## src/rtl/hamming_stream_encoder.sv

```systemverilog
// Systematic (2^M-1) Hamming stream encoder with optional SECDED bit, shortened-code
// support, valid/ready pipeline of 1 or 2 register stages and an output word counter.
module hamming_stream_encoder #(
  parameter int M           = 3,
  parameter int K           = 4,
  parameter int SECDED      = 1,
  parameter int PIPE_STAGES = 1,
  parameter int CNT_W       = 16
) (
  input  logic                    i_clk,
  input  logic                    i_rst_n,
  input  logic [K-1:0]            i_data,
  input  logic                    i_dv,
  output logic                    o_ready,
  output logic [K+M+SECDED-1:0]   o_data,
  output logic                    o_dv,
  input  logic                    i_ready,
  input  logic                    i_cnt_clr,
  output logic [CNT_W-1:0]        o_count
);

  localparam int HW = K + M;
  localparam int N  = K + M + SECDED;

  if (M < 3 || M > 6 || K < 1 || K > (2 ** M) - 1 - M ||
      (SECDED != 0 && SECDED != 1) || (PIPE_STAGES != 1 && PIPE_STAGES != 2)) begin : g_param_err
    $error("hamming_stream_encoder: illegal parameter combination");
  end

  // Codeword position of data bit idx: the idx-th non-power-of-two position.
  function automatic int data_pos(input int idx);
    int cnt;
    int res;
    cnt = 0;
    res = 0;
    for (int p = 3; p < 128; p++) begin
      if ((p & (p - 1)) != 0) begin
        if (cnt == idx) res = p;
        cnt++;
      end
    end
    return res;
  endfunction

  function automatic logic [K-1:0] parity_mask(input int j);
    logic [K-1:0] m;
    m = '0;
    for (int i = 0; i < K; i++) begin
      m[i] = ((data_pos(i) >> j) & 1) != 0;
    end
    return m;
  endfunction

  function automatic logic [N-1:0] add_overall(input logic [HW-1:0] w);
    logic [N-1:0] c;
    c = '0;
    c[HW-1:0] = w;
    if (SECDED == 1) c[N-1] = ^w;
    return c;
  endfunction

  logic [M-1:0]  par;
  logic [HW-1:0] ham_word;

  for (genvar gi = 0; gi < M; gi++) begin : g_par
    localparam logic [K-1:0] MASK = parity_mask(gi);
    assign par[gi] = ^(i_data & MASK);
  end

  assign ham_word = {par, i_data};

  if (PIPE_STAGES == 1) begin : g_p1
    logic         s1_vld_q, s1_vld_d;
    logic [N-1:0] s1_dat_q, s1_dat_d;
    logic         s1_rdy;

    assign s1_rdy = !s1_vld_q || i_ready;

    always_comb begin
      s1_vld_d = s1_vld_q;
      s1_dat_d = s1_dat_q;
      if (s1_rdy) begin
        s1_vld_d = i_dv;
        if (i_dv) s1_dat_d = add_overall(ham_word);
      end
    end

    always_ff @(posedge i_clk or negedge i_rst_n) begin
      if (!i_rst_n) begin
        s1_vld_q <= 1'b0;
        s1_dat_q <= '0;
      end else begin
        s1_vld_q <= s1_vld_d;
        s1_dat_q <= s1_dat_d;
      end
    end

    assign o_ready = s1_rdy;
    assign o_dv    = s1_vld_q;
    assign o_data  = s1_dat_q;
  end else begin : g_p2
    // Stage 1 holds data + Hamming parity; stage 2 appends the overall parity bit.
    logic          s1_vld_q, s1_vld_d;
    logic [HW-1:0] s1_dat_q, s1_dat_d;
    logic          s2_vld_q, s2_vld_d;
    logic [N-1:0]  s2_dat_q, s2_dat_d;
    logic          s1_rdy, s2_rdy;

    assign s2_rdy = !s2_vld_q || i_ready;
    assign s1_rdy = !s1_vld_q || s2_rdy;

    always_comb begin
      s1_vld_d = s1_vld_q;
      s1_dat_d = s1_dat_q;
      s2_vld_d = s2_vld_q;
      s2_dat_d = s2_dat_q;
      if (s1_rdy) begin
        s1_vld_d = i_dv;
        if (i_dv) s1_dat_d = ham_word;
      end
      if (s2_rdy) begin
        s2_vld_d = s1_vld_q;
        if (s1_vld_q) s2_dat_d = add_overall(s1_dat_q);
      end
    end

    always_ff @(posedge i_clk or negedge i_rst_n) begin
      if (!i_rst_n) begin
        s1_vld_q <= 1'b0;
        s1_dat_q <= '0;
        s2_vld_q <= 1'b0;
        s2_dat_q <= '0;
      end else begin
        s1_vld_q <= s1_vld_d;
        s1_dat_q <= s1_dat_d;
        s2_vld_q <= s2_vld_d;
        s2_dat_q <= s2_dat_d;
      end
    end

    assign o_ready = s1_rdy;
    assign o_dv    = s2_vld_q;
    assign o_data  = s2_dat_q;
  end

  logic [CNT_W-1:0] cnt_q, cnt_d;

  // Clear takes priority over a coincident output transfer.
  always_comb begin
    cnt_d = cnt_q;
    if (i_cnt_clr)           cnt_d = '0;
    else if (o_dv && i_ready) cnt_d = cnt_q + CNT_W'(1);
  end

  always_ff @(posedge i_clk or negedge i_rst_n) begin
    if (!i_rst_n) cnt_q <= '0;
    else          cnt_q <= cnt_d;
  end

  assign o_count = cnt_q;

endmodule

```

## config.mk

```make
export PLATFORM = sky130hd
export DESIGN_NAME = hamming_stream_encoder
export DESIGN_NICKNAME = d
export VERILOG_FILES = /design/src/rtl/hamming_stream_encoder.sv
export SDC_FILE = /design/constraint.sdc
export NUM_CORES = 1
export LEC_CHECK = 0
export CAP_MARGIN = 20
export CORE_MARGIN = 4
export CORE_UTILIZATION = 46
export DETAILED_ROUTE_END_ITERATION = 7
export GPL_TIMING_DRIVEN = 0
export PLACE_DENSITY = 0.78
export REMOVE_ABC_BUFFERS = 1
export SLEW_MARGIN = 20
export SYNTH_ARGS = -nofsm -noshare
export SYNTH_HDL_FRONTEND = slang
export SYNTH_SLANG_ARGS = --single-unit
```

## constraint.sdc

```tcl
create_clock -name i_clk -period 1.75 [get_ports i_clk]
set_clock_uncertainty 0.1 [all_clocks]
set_input_delay 0.35 -clock i_clk [delete_from_list [all_inputs] [get_ports i_clk]]
set_output_delay 0.35 -clock i_clk [all_outputs]
set_load 0.01 [all_outputs]
```

==> flow_summary.yaml <==
finish:
  layout-drive-gt1-share: 0.220
  num_antenna_cells: 0
  nets: 179
  area_growth_pct: 46.5
sta:
  worst_pin_slew_ns: 0.639
  setup_viol: 0
  min_period_over_period: 0.976
  max_slew_margin: 0.572
  worst_hold_slack_ns: 0.399
  maxSlewViolCount: 0
  finalCriticalPeriod_ns: 1.71
  final.setup.tns_ns: 0
  hold_viol: 0
  fmax_mhz: 585
pwr:
  power_density_mw_per_mm2: 623
  p_seq_frac: 0.579
  leakage_nw: 0.778
  p_clk_frac: 0.226
  max-vdd-ir-drop_v: 0.000533
  switching_share: 0.254
  p_switching_uw: 279
  p_int_uw: 819
  pwr-share-comb: 0.194
critical_path:
  cp_num_buf_inv: 1
  path_max_fanout: 2
  r2r_start: "o_count[3]"
  reg2regPathDepth: 5
  cp-end-kind: "output pin"
  cp_data_required_time_ns: 1.30
  r2r_slack_ns: 0.09
  cp_cell_sequence: "clkdlybuf4s50_1"
  slowest_stage: "clkdlybuf4s50_1"
  crit_type: "register to output pin"
  critPathMaxStageDelay_ns: 0.56
  crit_cells: 1
  startpoint_type: "register"
  worstPathArrival_ns: 1.26
  reg2reg_to: "o_count[13]"
  crit_family: "buffers and inverters"
placed_design:
  routabilityCongestion: 0.772
  hpwlAfterDp_mm: 1.73
  io_buffers: 34
logic_synthesis:
  yosysSeqAreaShare: 0.520
  async_flop_share: 1.00
  synth_compound_area_frac: 0.0479
  synth_area_leaders: "dfrtp_1 (52%), xnor2_1 (9.5%), nor2_1 (4.4%), mux2_2 (3.7%), nand3_1 (2.9%)"
  synth_simple_gate_area_share: 0.222
  yosysTopAreaCellShare: 0.520
  synth_edf_count: 0
  synth_adder_area_share: 0.0104
  synth.distinct_cells: 26
  synth.cell_area_mm2: 0.00120
  synth_xor_area_frac: 0.124
  synth_top_family_by_area: "simple AND/OR/NAND/NOR gates"
  ys_warn_count: 0
  avgSynthCellArea_um2: 10.5
  ys_ff_latch: 25
  syn-instance-count: 115
  ys.flop_type: "dfrtp_1"
  synth_top_cell_by_area: "dfrtp_1"
  synth_mux_area_frac: 0.0499
die:
  die_y_um: 59.1
  rows: 18
  dieWidth_um: 59.1
  start_util: 0.485
  dieArea_mm2: 0.00350
  design.core.area_mm2: 0.00248
  pin_count: 35
grt:
  grt_util_all_layers: 0.161
  grt_max_degree: 26
  grt_antenna_before_repair: 0
  grt.overflow.total: 0
  grt_pass1_wl_mm: 4.37
  grt_pass1_vias: 964
drt:
  drt_iter0_drc: 14
  vias: 997
  ant_nets: 0
  drc: 0
  wire_per_inst_um: 13.4
  finalWirelength_mm: 2.65
  viasPerCell: 5.04
  dr.pass1.iters: 4
min_path:
  min_from: "o_data[7]"
  min_to: "o_data[7]"
  min_path_cells: 2
  hold_path.class: "register to register"
clocking:
  clock_path_buffers: 2
  cts_tree: "built"
  cts_buffers: 3
  clock_sinks: 25
  root_buffer: "clkbuf_4"
  htree_levels: 1
  clkLatencyLatePin_ns: 0.30
  path_clk_slew_ns: 0.14
outcome:
  outcome: "finished, final reports clean"
job:
  cap_violations: 0
## cells in the mapped netlist, types with 4 or more instances
master,count
xor2_1,4
mux2_2,4
nand3_1,7
o21ai_0,6
nor4_1,4
nor3_1,4
inv_1,5
xnor2_1,13
dfrtp_1,25
nor2_1,14
a21oi_1,4
nand2_1,8
## worst max-delay path by stage
stage,to,startpoint,slack [ns]
final,o_count[12],o_count[12],0.04
after global routing,o_count[13],o_count[3],-0.002
after CTS,o_count[14],o_count[14],0.009
after detailed placement,o_ready,i_ready,-0.34
after global placement,o_ready,i_ready,-0.34
after floorplan,o_count[14],o_count[0],0.22
## final cells by class
| class | count | area, um2 |
|---|---|---|
| Tap cell | 30 | 37.5 |
| Inverter | 5 | 18.8 |
| Multi-Input combinational cell | 82 | 576 |
| Clock buffer | 4 | 26.3 |
| Sequential cell | 25 | 631 |
| Timing Repair Buffer | 52 | 473 |
| Fill cell | 187 | 716 |
## flip-flops by register name, summed over array words and instances, names as in the netlist
register,cells
o_count,16
o_data,8
o_dv,1
## timing repair
item                       4_1_cts  5_1_grt
gates resized for setup          8        6
setup buffers                   13        4
setup endpoints to repair       13        7
hold endpoints to repair        25        0
hold buffers                     1        0
## cells by family after synthesis
| family | Yosys count |
|---|---|
| multiplexers | 5 |
| AO/OA/AOI/OAI | 11 |
| adder cells (fa/ha/maj) | 1 |
| AND/OR/NAND/NOR | 48 |
| flip-flops | 25 |
| buffers and inverters | 8 |
| XOR/XNOR | 17 |
## metal layers
metal | routed length [um] | up-vias | GRT usage
li1 | - | 492 | -
met1 | 1090 | 466 | 0.202
met2 | 1330 | 35 | 0.279
met3 | 201 | 4 | 0.0436
met4 | 30 | 0 | 0.0291
met5 | 0 | - | 0
## cell usage in the layout (no fill, tap or decap), types with 2 or more instances in the layout
master / netlist / final
clkdlybuf4s50_1: 0 / 27
dfrtp_1: 25 / 21
buf_4: 0 / 17
nor2_1: 14 / 14
xnor2_1: 13 / 13
nand2_1: 8 / 8
nand3_1: 7 / 7
o21ai_0: 6 / 6
inv_1: 5 / 5
xor2_1: 4 / 4
mux2_2: 4 / 4
nor3_1: 4 / 4
a21oi_1: 4 / 4
dlygate4sd2_1: 0 / 4
dfrtp_2: 0 / 4
clkbuf_4: 0 / 3
nand2b_1: 2 / 2
nand4_4: 1 / 2
nor4_1: 4 / 2
or3_1: 2 / 2
dlymetal6s2s_1: 0 / 2
## power groups by stage
| stage | clock network (mW) | registers (mW) | logic, mW |
|---|---|---|---|
| detailed placement | 0 | 0.648 | 0.207 |
| CTS | 0.260 | 0.635 | 0.215 |
| floorplan | 0 | 0.665 | 0.0596 |
| global placement | 0 | 0.646 | 0.206 |
| global route | 0.280 | 0.640 | 0.235 |
| finish | 0.249 | 0.636 | 0.213 |
## through the flow
step           setup slack (ns)  area (um2)  std cells   util  power, mW
2_1_floorplan             0.223        1190        112      -      0.724
3_3_place_gp             -0.338        1570        176  0.633      0.852
3_5_place_dp             -0.343        1560        176  0.631      0.854
4_1_cts                 0.00926        1700        194  0.685       1.11
5_1_grt                -0.00181        1760        198  0.711       1.16
6_report                 0.0420        1760        198  0.711       1.10
(Power assumes the default switching activity.)
